$ cat src/rtl/alu_issue_ctrl.sv
// alu_issue_ctrl: issue/writeback stage in front of an 8-bit ALU.
// Optional build macro ZERO_FLAG_EN adds a zero_flag output set on writeback.
module alu_issue_ctrl #(
    parameter int DW    = 8,
    parameter int NREGS = 4
) (
    input  logic          clk,
    input  logic          rst,
    input  logic          instr_valid,
    input  logic [15:0]   instr,
    output logic          instr_ready,
    output logic [DW-1:0] alu_op1,
    output logic [DW-1:0] alu_op2,
    output logic [2:0]    alu_sel,
    input  logic [DW-1:0] alu_out,
    input  logic          alu_co,
    output logic          carry_flag,
    output logic          done,
    output logic          illegal,
    input  logic [1:0]    dbg_addr,
    output logic [DW-1:0] dbg_data
`ifdef ZERO_FLAG_EN
    ,
    output logic          zero_flag
`endif
);

    typedef enum logic [1:0] {
        IDLE,
        DECODE,
        EXEC
    } state_t;

    state_t        state;
    state_t        state_nxt;
    logic [15:0]   ir;
    logic [DW-1:0] regs [NREGS];

    logic [2:0]    op;
    logic          use_imm;
    logic [1:0]    rd;
    logic [1:0]    rs1;
    logic [1:0]    rs2;
    logic [DW-1:0] imm;
    logic          bad_op;
    logic          carry_op;

    assign op       = ir[15:13];
    assign use_imm  = ir[12];
    assign rd       = ir[11:10];
    assign rs1      = ir[9:8];
    assign rs2      = ir[7:6];
    assign imm      = DW'(ir[7:0]);
    assign bad_op   = (op == 3'b100) || (op == 3'b101);
    assign carry_op = (op == 3'b000) || (op == 3'b001) || (op == 3'b011);

    assign dbg_data = regs[dbg_addr];

    always_ff @(posedge clk or posedge rst) begin
        if (rst) begin
            state <= IDLE;
        end else begin
            state <= state_nxt;
        end
    end

    always_comb begin
        state_nxt   = state;
        instr_ready = 1'b0;
        unique case (state)
            IDLE: begin
                instr_ready = 1'b1;
                if (instr_valid) begin
                    state_nxt = DECODE;
                end
            end
            DECODE:  state_nxt = bad_op ? IDLE : EXEC;
            EXEC:    state_nxt = IDLE;
            default: state_nxt = IDLE;
        endcase
    end

    // ALU ports only move in DECODE, so they hold the last operands while idle
    always_ff @(posedge clk or posedge rst) begin
        if (rst) begin
            ir         <= '0;
            alu_op1    <= '0;
            alu_op2    <= '0;
            alu_sel    <= '0;
            carry_flag <= 1'b0;
            done       <= 1'b0;
            illegal    <= 1'b0;
            for (int i = 0; i < NREGS; i++) begin
                regs[i] <= '0;
            end
`ifdef ZERO_FLAG_EN
            zero_flag  <= 1'b0;
`endif
        end else begin
            done    <= 1'b0;
            illegal <= 1'b0;
            unique case (state)
                IDLE: begin
                    if (instr_valid) begin
                        ir <= instr;
                    end
                end
                DECODE: begin
                    if (bad_op) begin
                        illegal <= 1'b1;
                    end else begin
                        alu_sel <= op;
                        if (use_imm) begin
                            alu_op1 <= imm;
                            alu_op2 <= regs[rs1];
                        end else begin
                            alu_op1 <= regs[rs1];
                            alu_op2 <= regs[rs2];
                        end
                    end
                end
                EXEC: begin
                    regs[rd] <= alu_out;
                    done     <= 1'b1;
                    if (carry_op) begin
                        carry_flag <= alu_co;
                    end
`ifdef ZERO_FLAG_EN
                    zero_flag <= (alu_out == '0);
`endif
                end
                default: ;
            endcase
        end
    end

endmodule

$ cat config.mk
export PLATFORM = sky130hd
export DESIGN_NAME = alu_issue_ctrl
export DESIGN_NICKNAME = d
export VERILOG_FILES = /design/src/rtl/alu_issue_ctrl.sv
export SDC_FILE = /design/constraint.sdc
export NUM_CORES = 1
export LEC_CHECK = 0
export ABC_AREA = 1
export CAP_MARGIN = 20
export CORE_MARGIN = 2
export CORE_UTILIZATION = 45
export CTS_BUF_LIST = sky130_fd_sc_hd__clkbuf_8 sky130_fd_sc_hd__clkbuf_16
export DETAILED_ROUTE_END_ITERATION = 16
export PLACE_DENSITY = 0.72
export SKIP_CTS_REPAIR_TIMING = 1
export SLEW_MARGIN = 20
export SYNTH_ARGS = -nofsm -noshare
export SYNTH_HDL_FRONTEND = slang
export SYNTH_SLANG_ARGS = --single-unit
$ cat constraint.sdc
create_clock -name clk -period 2.3 [get_ports clk]
set_input_delay 0.345 -clock clk [delete_from_list [all_inputs] [get_ports clk]]
set_output_delay 0.345 -clock clk [all_outputs]
set_load 0.02 [all_outputs]
==> results.yml, run 1 <==
place:
  place_congestion: 0.846
  dp_cells: 610
  portBuffers: 60
  place_hpwl_um: 6160
detailed_routing:
  drc_errors: 0
  dr.pass1.iters: 5
  drt-initial-drc-count: 307
  num_vias: 3253
  totalWireLength_um: 8710
  drtAntennaViolNets: 0
  routed_via_density: 5.20
  wl_per_cell_um: 13.9
global_route:
  grt_max_degree: 73
  grt_pass1_vias: 3106
  grt_pass1_wl_um: 14900
  gr-usage-met2: 0.312
  use_met1: 0.316
  grt_overflow_total: 0
  antenna_found_initial: 0
  globalRouteTotalUtil: 0.214
  use_met3: 0.0435
  grt.busiest_layer: "met1"
timing:
  min_period_over_period: 0.973
  setup_viol: 0
  rsz0062_at_grt: "false"
  fin_worst_skew_ns: 0.00975
  tns_ns: 0
  relSlewSlack: 0.626
  clock.fmax_mhz: 447
  worst_pin_slew_ns: 0.561
  hold_viol_final: 0
  drv_slew: 0
  period_needed_ns: 2.24
floorplanning:
  row_count: 32
  die-area_um2: 8760
  die_h_um: 93.6
  start_util: 0.465
  io_pins: 61
  fp.dieW_um: 93.6
  core_um2: 7770
logic_synthesis:
  synth-edff-count: 0
  synth_seq_area_share: 0.499
  synth_seq_cells: 72
  netlist_area_um2: 3610
  syn_nets: 489
  synth.most_common_cell: "nand2_1"
  avgSynthCellArea_um2: 7.87
  synth_common_cells: "nand2_1, dfrtp_1, nand3_1, o21ai_0, nor2_1"
  synth_top_area_share: 0.499
  yosys.area.top_type: "dfrtp_1"
  synth.yosys.warnings: 0
  synth_flop_cell: "dfrtp_1"
  ys_types: 23
  async_flop_share: 1.00
  ys_top_cells_by_area: "dfrtp_1, nand2_1, nand3_1, o21ai_0, nor2_1"
  netlist_instances: 459
worst_setup_path:
  reg2reg_to: "alu_op2[6]$_DFFE_PP0P_"
  crit_arrival_ns: 1.89
  ff2ff_path_depth: 7
  path_buf_inv: 3
  required_ns: 1.96
  path_class: "primary input to output port"
  worst-path-max-fanout: 8
  cpMostUsedCell: "clkdlybuf4s50_1"
  cpMaxStageDelayCell: "clkdlybuf4s50_1"
  startpoint_type: "primary input"
  path_delay_family: "buffers and inverters"
  rrSetupSlack_ns: 0.71
  r2r-start: "ir[8]$_DFFE_PP0P_"
  path_cells: "clkdlybuf4s50_1 -> inv_1 -> o21ai_0 -> o22ai_1 -> clkdlybuf4s50_1"
  end_kind: "output port"
  critical-path-max-stage-delay_ns: 0.63
final_layout:
  final_cells: 626
  diodes: 0
  final_nets: 549
  drive_above_1_share: 0.0859
  fin_util: 0.582
  area_growth_pct: 25.1
power_and_ir_drop:
  switching_share: 0.425
  combPwrFrac: 0.434
  clkPwrFrac: 0.175
  p_switching_w: 0.00273
  ir_drop_uv: 510
  power.internal_w: 0.00370
  total_power_w: 0.00643
  seqPwrFrac: 0.391
  leakagePower_nw: 2.18
  power.density_nw_per_um2: 1420
clock_tree:
  clock-root-buffer: "clkbuf_8"
  cts.sinks: 72
  clock_latency_ns: 0.34
  numCtsBuffers: 9
  cts_tree: "done"
  clk_path_buf_depth: 2
  path_clk_slew_ns: 0.07
  htreeDepth: 3
flow_run:
  maxCapViolCount: 0
run_status:
  status: "finished, final reports clean"
min_path:
  hp-class: "primary input to asynchronous set/reset pin"
[layout make-up]
cell class	instances	area, um2
fillers	703	3250
well taps	102	128
clock buffers	11	151
repair buffers	71	711
clock inverters	5	80.1
inverters	24	95.1
multi-input cells	341	1550
flip-flops and latches	72	1800
[cell usage in the layout, fill, tap and decap left out]
| cell type | count |
|---|---|
| buf_12 | 1 |
| nand2_2 | 1 |
| clkinv_1 | 3 |
| o21ai_1 | 16 |
| nor2_1 | 28 |
| inv_1 | 17 |
| a21oi_1 | 16 |
| dfrtp_1 | 72 |
| o22ai_1 | 8 |
| buf_4 | 10 |
| nand3_4 | 2 |
| o21ai_0 | 37 |
| clkinvlp_4 | 1 |
| o211ai_1 | 1 |
| bufinv_16 | 2 |
| dlymetal6s2s_1 | 6 |
| inv_2 | 4 |
| nor2_4 | 1 |
| clkdlybuf4s50_1 | 54 |
| nand2_1 | 164 |
| o21ai_2 | 8 |
| nand3_1 | 57 |
| nand2_4 | 2 |
| inv_6 | 1 |
| clkbuf_8 | 11 |
| clkinv_4 | 1 |
[worst max path at each step]
stage               cells past startpoint        start                endpoint
floorplan                               1          rst  alu_op1[0]$_DFFE_PP0P_
global placement                        5  dbg_addr[0]             dbg_data[7]
detailed placement                      5  dbg_addr[0]             dbg_data[7]
CTS                                     5  dbg_addr[0]             dbg_data[5]
global route                            5  dbg_addr[1]             dbg_data[0]
finish                                  5  dbg_addr[1]             dbg_data[0]
[logic make-up after synthesis]
logic type | after synthesis | synth area share
AND/OR/NAND/NOR | 255 | 0.299
AO/OA/AOI/OAI | 86 | 0.131
flip-flops | 72 | 0.499
buffers and inverters | 46 | 0.0713
[power by group through the flow]
stage / sequential [W] / clock [W] / combinational, W
2_1_floorplan: 0.00247 / 0 / 0.00185
3_3_place_gp: 0.00251 / 0 / 0.00272
3_5_place_dp: 0.00252 / 0 / 0.00279
4_1_cts: 0.00250 / 0.00114 / 0.00281
5_1_grt: 0.00260 / 0.00119 / 0.00314
6_report: 0.00252 / 0.00112 / 0.00279
[worst register-to-register path, delay by kind of cell, from the launching register on]
family | cells | cell delay, ns
simple gates | 6 | 0.51
buf+inv | 1 | 0.27
flops | 1 | 0.70
[registers in the layout, indices dropped and copies added (netlist names)]
| name | flops |
|---|---|
| carry_flag | 1 |
| regs | 32 |
| state | 2 |
| ir | 16 |
| alu_op2 | 8 |
| alu_sel | 3 |
| done | 1 |
| alu_op1 | 8 |
| illegal | 1 |
[per-layer routing]
metal	share of wire	wire (um)
met1	0.48	4210
met2	0.42	3670
met3	0.079	688
met4	0.015	133
met5	0	0
[stage by stage]
stage	hold WS (ns)	worst slack, ns	cell area (um2)
after global placement	0.466	0.0717	4270
after CTS	0.407	0.0682	4510
after detailed placement	0.466	0.0696	4270
after floorplan	0.449	0.130	3610
after global routing	0.439	0.00312	4520
final	0.394	0.0620	4520
(Power assumes the default switching activity.)
==> run 2, diff against run 1 <==
- CORE_UTILIZATION: 45 -> 42
- PLACE_DENSITY: 0.72 -> 0.68
==> run 2 against run 1 <==
Total power fell by 2.3%. Clock-buffer cell count fell by 1. Global-route usage fell by 1.4 points. Via count rose by 0.15%. Critical path depth fell by 3. Sequential cell count did not move. Highest routed layer unchanged. Register-to-register slack improved by 0.09 ns. Clock skew fell by 0.0033 ns. Hold slack improved by 0.00071 ns.
==> results.yml, run 2 (synthesis gave the netlist of run 1 again) <==
timing:
  setup_slack_ns: 0.263
  setup_viol: 0
  hold_viol_final: 0
  rsz0062_at_grt: "false"
  drv_slew: 0
  min_period_over_period: 0.886
  worst_pin_slew_ns: 0.403
  relSlewSlack: 0.732
  fin_worst_skew_ns: 0.00644
  clock.fmax_mhz: 491
  period_needed_ns: 2.04
power_and_ir_drop:
  ir_drop_uv: 603
  leakagePower_nw: 2.19
  clkPwrFrac: 0.152
  p_switching_w: 0.00273
  switching_share: 0.434
  seqPwrFrac: 0.394
  power.internal_w: 0.00355
  combPwrFrac: 0.454
  power.density_nw_per_um2: 1400
  total_power_w: 0.00628
clock_tree:
  clock_latency_ns: 0.35
  htreeDepth: 3
  cts_tree: "done"
  clock-root-buffer: "clkbuf_8"
  numCtsBuffers: 9
  cts.sinks: 72
  path_clk_slew_ns: 0.07
  clk_path_buf_depth: 2
global_route:
  globalRouteTotalUtil: 0.200
  antenna_found_initial: 0
  grt_overflow_total: 0
  grt_pass1_vias: 3150
  grt_max_degree: 73
  grt_pass1_wl_um: 15500
worst_setup_path:
  worst-path-max-fanout: 4
  path_cells: "nor2_1 -> clkdlybuf4s50_1"
  startpoint_type: "flop"
  path_class: "flop to output port"
  cpMaxStageDelayCell: "clkdlybuf4s50_1"
  path_buf_inv: 1
  path_delay_family: "buffers and inverters"
  critical-path-max-stage-delay_ns: 0.66
  end_kind: "output port"
  crit_arrival_ns: 1.69
  required_ns: 1.96
min_path:
  hp-class: "primary input to asynchronous set/reset pin"
flow_run:
  maxCapViolCount: 0
detailed_routing:
  drt-initial-drc-count: 289
  dr.pass1.iters: 5
  totalWireLength_um: 8930
  num_vias: 3258
  drtAntennaViolNets: 0
  routed_via_density: 5.20
  drc_errors: 0
  wl_per_cell_um: 14.2
floorplanning:
  die_h_um: 96.8
  start_util: 0.438
  io_pins: 61
  die-area_um2: 9360
  row_count: 33
  fp.dieW_um: 96.8
  core_um2: 8260
final_layout:
  multi_input_area_um2: 1550
  post-route-cell-area_um2: 4500
  regMostFlops: "regs"
  seqCellArea_um2: 1800
  final_nets: 548
  area_growth_pct: 24.6
  reg_top3: "regs x32, ir x16"
  largest_reg_flops: 32
  nFillCells: 841
  most-common-layout-cells: "nand2_1, dfrtp_1, nand3_1, clkdlybuf4s50_1, o21ai_0"
  diodes: 0
  final_cells: 627
  drive_above_1_share: 0.0824
  mostFrequentLayoutCell: "nand2_1"
place:
  place_hpwl_um: 6290
  pre_cts_ws_ns: -0.0403
  place_congestion: 0.826
  dp_cells: 612
  portBuffers: 60
  dpl-instance-area_um2: 4300
run_status:
  status: "finished, final reports clean"
[run 2: cell count changes in the layout (fill, tap and decap cells not counted), sizes merged]
cell / delta
clkinv: +2
bufinv: -1
dlymetal6s2s: +2
clkdlybuf4s50: -2
buf: -1
clkbuf: -1
clkinvlp: -1
[run 2: layer usage]
| metal | share of wire | track usage |
|---|---|---|
| met4 | 0.011 | 0.0455 |
| met1 | 0.48 | 0.292 |
| met5 | 0 | 0 |
| met2 | 0.45 | 0.300 |
| met3 | 0.066 | 0.0549 |
[run 2: worst reg2reg max path, delay by kind of cell, from the launching register on]
family,cells,cell delay (ns)
buffers and inverters,1,0.38
DFF,1,0.59
and+or+nand+nor,5,0.48
[run 2: layout make-up]
class                   count  share of cell area
repair buffers             70               0.163
clock inverters             5              0.0108
multi-input cells         341               0.345
inverters                  24              0.0211
clock buffers              10              0.0306
flip-flops and latches     72               0.400
well taps                 105              0.0292
[run 2: worst paths after layout]
path                                        start                     end  slack [ns]  depth (start not counted)
max                          state[0]$_DFFE_PP0P_             instr_ready        0.26                          2
min                                           rst     regs[5]$_DFFE_PP0P_        0.39                          3
max reg2reg                     ir[7]$_DFFE_PP0P_  alu_op2[0]$_DFFE_PP0P_        0.80                          6
min reg2reg                alu_op2[0]$_DFFE_PP0P_  alu_op2[0]$_DFFE_PP0P_        0.48                          2
max in group asynchronous                     rst  alu_op1[6]$_DFFE_PP0P_        1.61                          3
min in group clk           alu_op2[0]$_DFFE_PP0P_  alu_op2[0]$_DFFE_PP0P_        0.48                          2
[run 2: power by group through the flow]
stage | Combinational [W] | Clock (W) | Sequential [W]
after global routing | 0.00323 | 0.00104 | 0.00255
final | 0.00285 | 0.000956 | 0.00248
after floorplan | 0.00185 | 0 | 0.00247
after CTS | 0.00288 | 0.000976 | 0.00245
after detailed placement | 0.00286 | 0 | 0.00248
after global placement | 0.00280 | 0 | 0.00247
[run 2: per-stage QoR]
| step | utilization | hold WS, ns | TNS (ns) |
|---|---|---|---|
| 2_1_floorplan | - | 0.449 | 0 |
| 3_3_place_gp | 0.520 | 0.465 | -0.210 |
| 3_5_place_dp | 0.520 | 0.466 | -0.205 |
| 4_1_cts | 0.543 | 0.409 | -0.257 |
| 5_1_grt | 0.545 | 0.442 | 0 |
| 6_report | 0.545 | 0.395 | 0 |
==> run 3, diff against run 2 <==
- ABC_AREA: 1 -> default
==> run 3 against run 2 <==
Utilization is 0.26 points higher. Clock power shrank 6.2%. Fmax is 3.7% lower. Combinational power increased by 5%. Clock skew increased by 0.0034 ns. Routed wire length decreased by 17%. Sequential cell count did not move. Clock-buffer cell count increased by 1. Area after synthesis fell by 2.1%. Hold slack got worse by 0.068 ns. Die area decreased by 2.0%. Critical path type is now primary input to output port. Highest routed layer unchanged.
==> results.yml, run 3 <==
logic_synthesis:
  synth_top_area_share: 0.509
  netlist_instances: 209
  synth_seq_area_share: 0.509
  synth-edff-count: 0
  synth_flop_cell: "dfrtp_1"
  ys_top_cells_by_area: "dfrtp_1, mux2_2, mux4_2, mux2_4, buf_6"
  yosys.area.top_type: "dfrtp_1"
  synth.most_common_cell: "dfrtp_1"
  netlist_area_um2: 3540
  synth_seq_cells: 72
  ys_types: 22
  synth.yosys.warnings: 0
  syn_nets: 239
  async_flop_share: 1.00
  avgSynthCellArea_um2: 16.9
  synth_common_cells: "dfrtp_1, mux2_2, mux4_2, mux2_4, buf_6"
run_status:
  status: "finished, final reports clean"
timing:
  drv_slew: 0
  period_needed_ns: 2.11
  relSlewSlack: 0.532
  hold_viol_final: 0
  tns_ns: 0
  min_period_over_period: 0.920
  clock.fmax_mhz: 473
  worst_pin_slew_ns: 0.702
  hold_slack_ns: 0.327
  rsz0062_at_grt: "false"
  setup_viol: 0
  fin_worst_skew_ns: 0.00984
worst_setup_path:
  startpoint_type: "primary input"
  worst-path-max-fanout: 6
  end_kind: "output port"
  path_cells: "clkdlybuf4s50_1 -> buf_4 -> mux4_2 -> dlymetal6s2s_1"
  required_ns: 1.96
  critical-path-max-stage-delay_ns: 0.51
  crit_arrival_ns: 1.77
  path_class: "primary input to output port"
  cpMaxStageDelayCell: "mux4_2"
global_route:
  grt_max_degree: 25
  globalRouteTotalUtil: 0.175
  antenna_found_initial: 0
  grt_overflow_total: 0
  grt_pass1_wl_um: 11600
  grt_pass1_vias: 2113
power_and_ir_drop:
  power.density_nw_per_um2: 1440
  ir_drop_uv: 648
  leakagePower_nw: 1.93
floorplanning:
  die_h_um: 95.8
  fp.dieW_um: 95.8
  die-area_um2: 9170
  io_pins: 61
  row_count: 33
  core_um2: 8180
  start_util: 0.433
clock_tree:
  cts.sinks: 72
  htreeDepth: 3
  cts_tree: "done"
  clock-root-buffer: "clkbuf_8"
  clock_latency_ns: 0.34
  clk_path_buf_depth: 2
  numCtsBuffers: 9
  path_clk_slew_ns: 0.08
detailed_routing:
  drt-initial-drc-count: 74
  drtAntennaViolNets: 0
  routed_via_density: 5.26
  totalWireLength_um: 7420
  dr.pass1.iters: 4
  wl_per_cell_um: 19.1
  drc_errors: 0
  num_vias: 2045
final_layout:
  regMostFlops: "regs"
  mostFrequentLayoutCell: "dfrtp_1"
  diodes: 0
  most-common-layout-cells: "dfrtp_1, mux2_2, clkdlybuf4s50_1, mux4_2, mux2_4"
  final_nets: 310
  area_growth_pct: 26.6
  reg_top3: "regs x32, ir x16"
  drive_above_1_share: 0.479
  largest_reg_flops: 32
min_path:
  hp-class: "primary input to asynchronous set/reset pin"
place:
  place_hpwl_um: 5250
  portBuffers: 60
  place_congestion: 0.789
flow_run:
  maxCapViolCount: 0
## run 3: cell types whose count changed after synthesis, sizes merged, moves of 24 or more
cell	before	now
nor2	29	2
nand3	59	1
mux2	0	82
o21ai	61	2
nand2	167	0
mux4	0	24
## run 3: through the flow
step	worst slack (ns)	area, um2	total power [W]	cells	util
6_report	0.185	4480	0.00643	389	0.548
5_1_grt	0.143	4480	0.00680	389	0.548
4_1_cts	-0.152	4460	0.00651	389	0.545
3_5_place_dp	-0.148	4280	0.00561	374	0.524
3_3_place_gp	-0.128	4280	0.00554	374	0.524
2_1_floorplan	0.130	3540	0.00460	209	-
## run 3: cell type report
type / count / area [um2]
Tap cell: 105 / 131
Multi-Input combinational cell: 122 / 1640
Inverter: 3 / 11.3
Clock inverter: 4 / 22.5
Sequential cell: 72 / 1800
Clock buffer: 11 / 151
Fill cell: 699 / 3700
Timing Repair Buffer: 72 / 723
## run 3: path summary, 6_finish.rpt
check / from / to / slack [ns] / cells past startpoint
worst max-delay path: dbg_addr[0] / dbg_data[0] / 0.19 / 4
worst max register to register: ir[6]$_DFFE_PP0P_ / alu_op2[4]$_DFFE_PP0P_ / 0.30 / 3
max in group asynchronous: rst / regs[0]$_DFFE_PP0P_ / 1.35 / 3
worst min register to register: ir[14]$_DFFE_PP0P_ / illegal$_DFF_PP0_ / 0.49 / 1
worst min-delay path: rst / ir[15]$_DFFE_PP0P_ / 0.33 / 2
min in group clk: ir[14]$_DFFE_PP0P_ / illegal$_DFF_PP0_ / 0.49 / 1
## run 3: kinds of logic after synthesis
group           share of synthesized area
mux                                 0.431
flops                               0.509
buf+inv                            0.0279
simple gates                       0.0241
compound gates                    0.00778
## run 3: critical path: cells and delay by family
family / cells / cell delay [ns]
buf+inv: 3 / 0.91
mux: 1 / 0.51
## run 3: power breakdown
part | total [W] | switching (W) | internal, W
sequential | 0.00254 | 0.000676 | 0.00187
combinational | 0.00299 | 0.00105 | 0.00195
clock | 0.000897 | 0.000459 | 0.000437
total | 0.00643 | 0.00218 | 0.00425
## run 3: routing by layer
layer  part of all wire  up-vias  track usage
met4              0.013        0       0.0714
met1               0.46     1058        0.241
met3              0.041        6       0.0258
met5                  0        -            0
li1                   -      936            -
met2               0.49       45        0.281
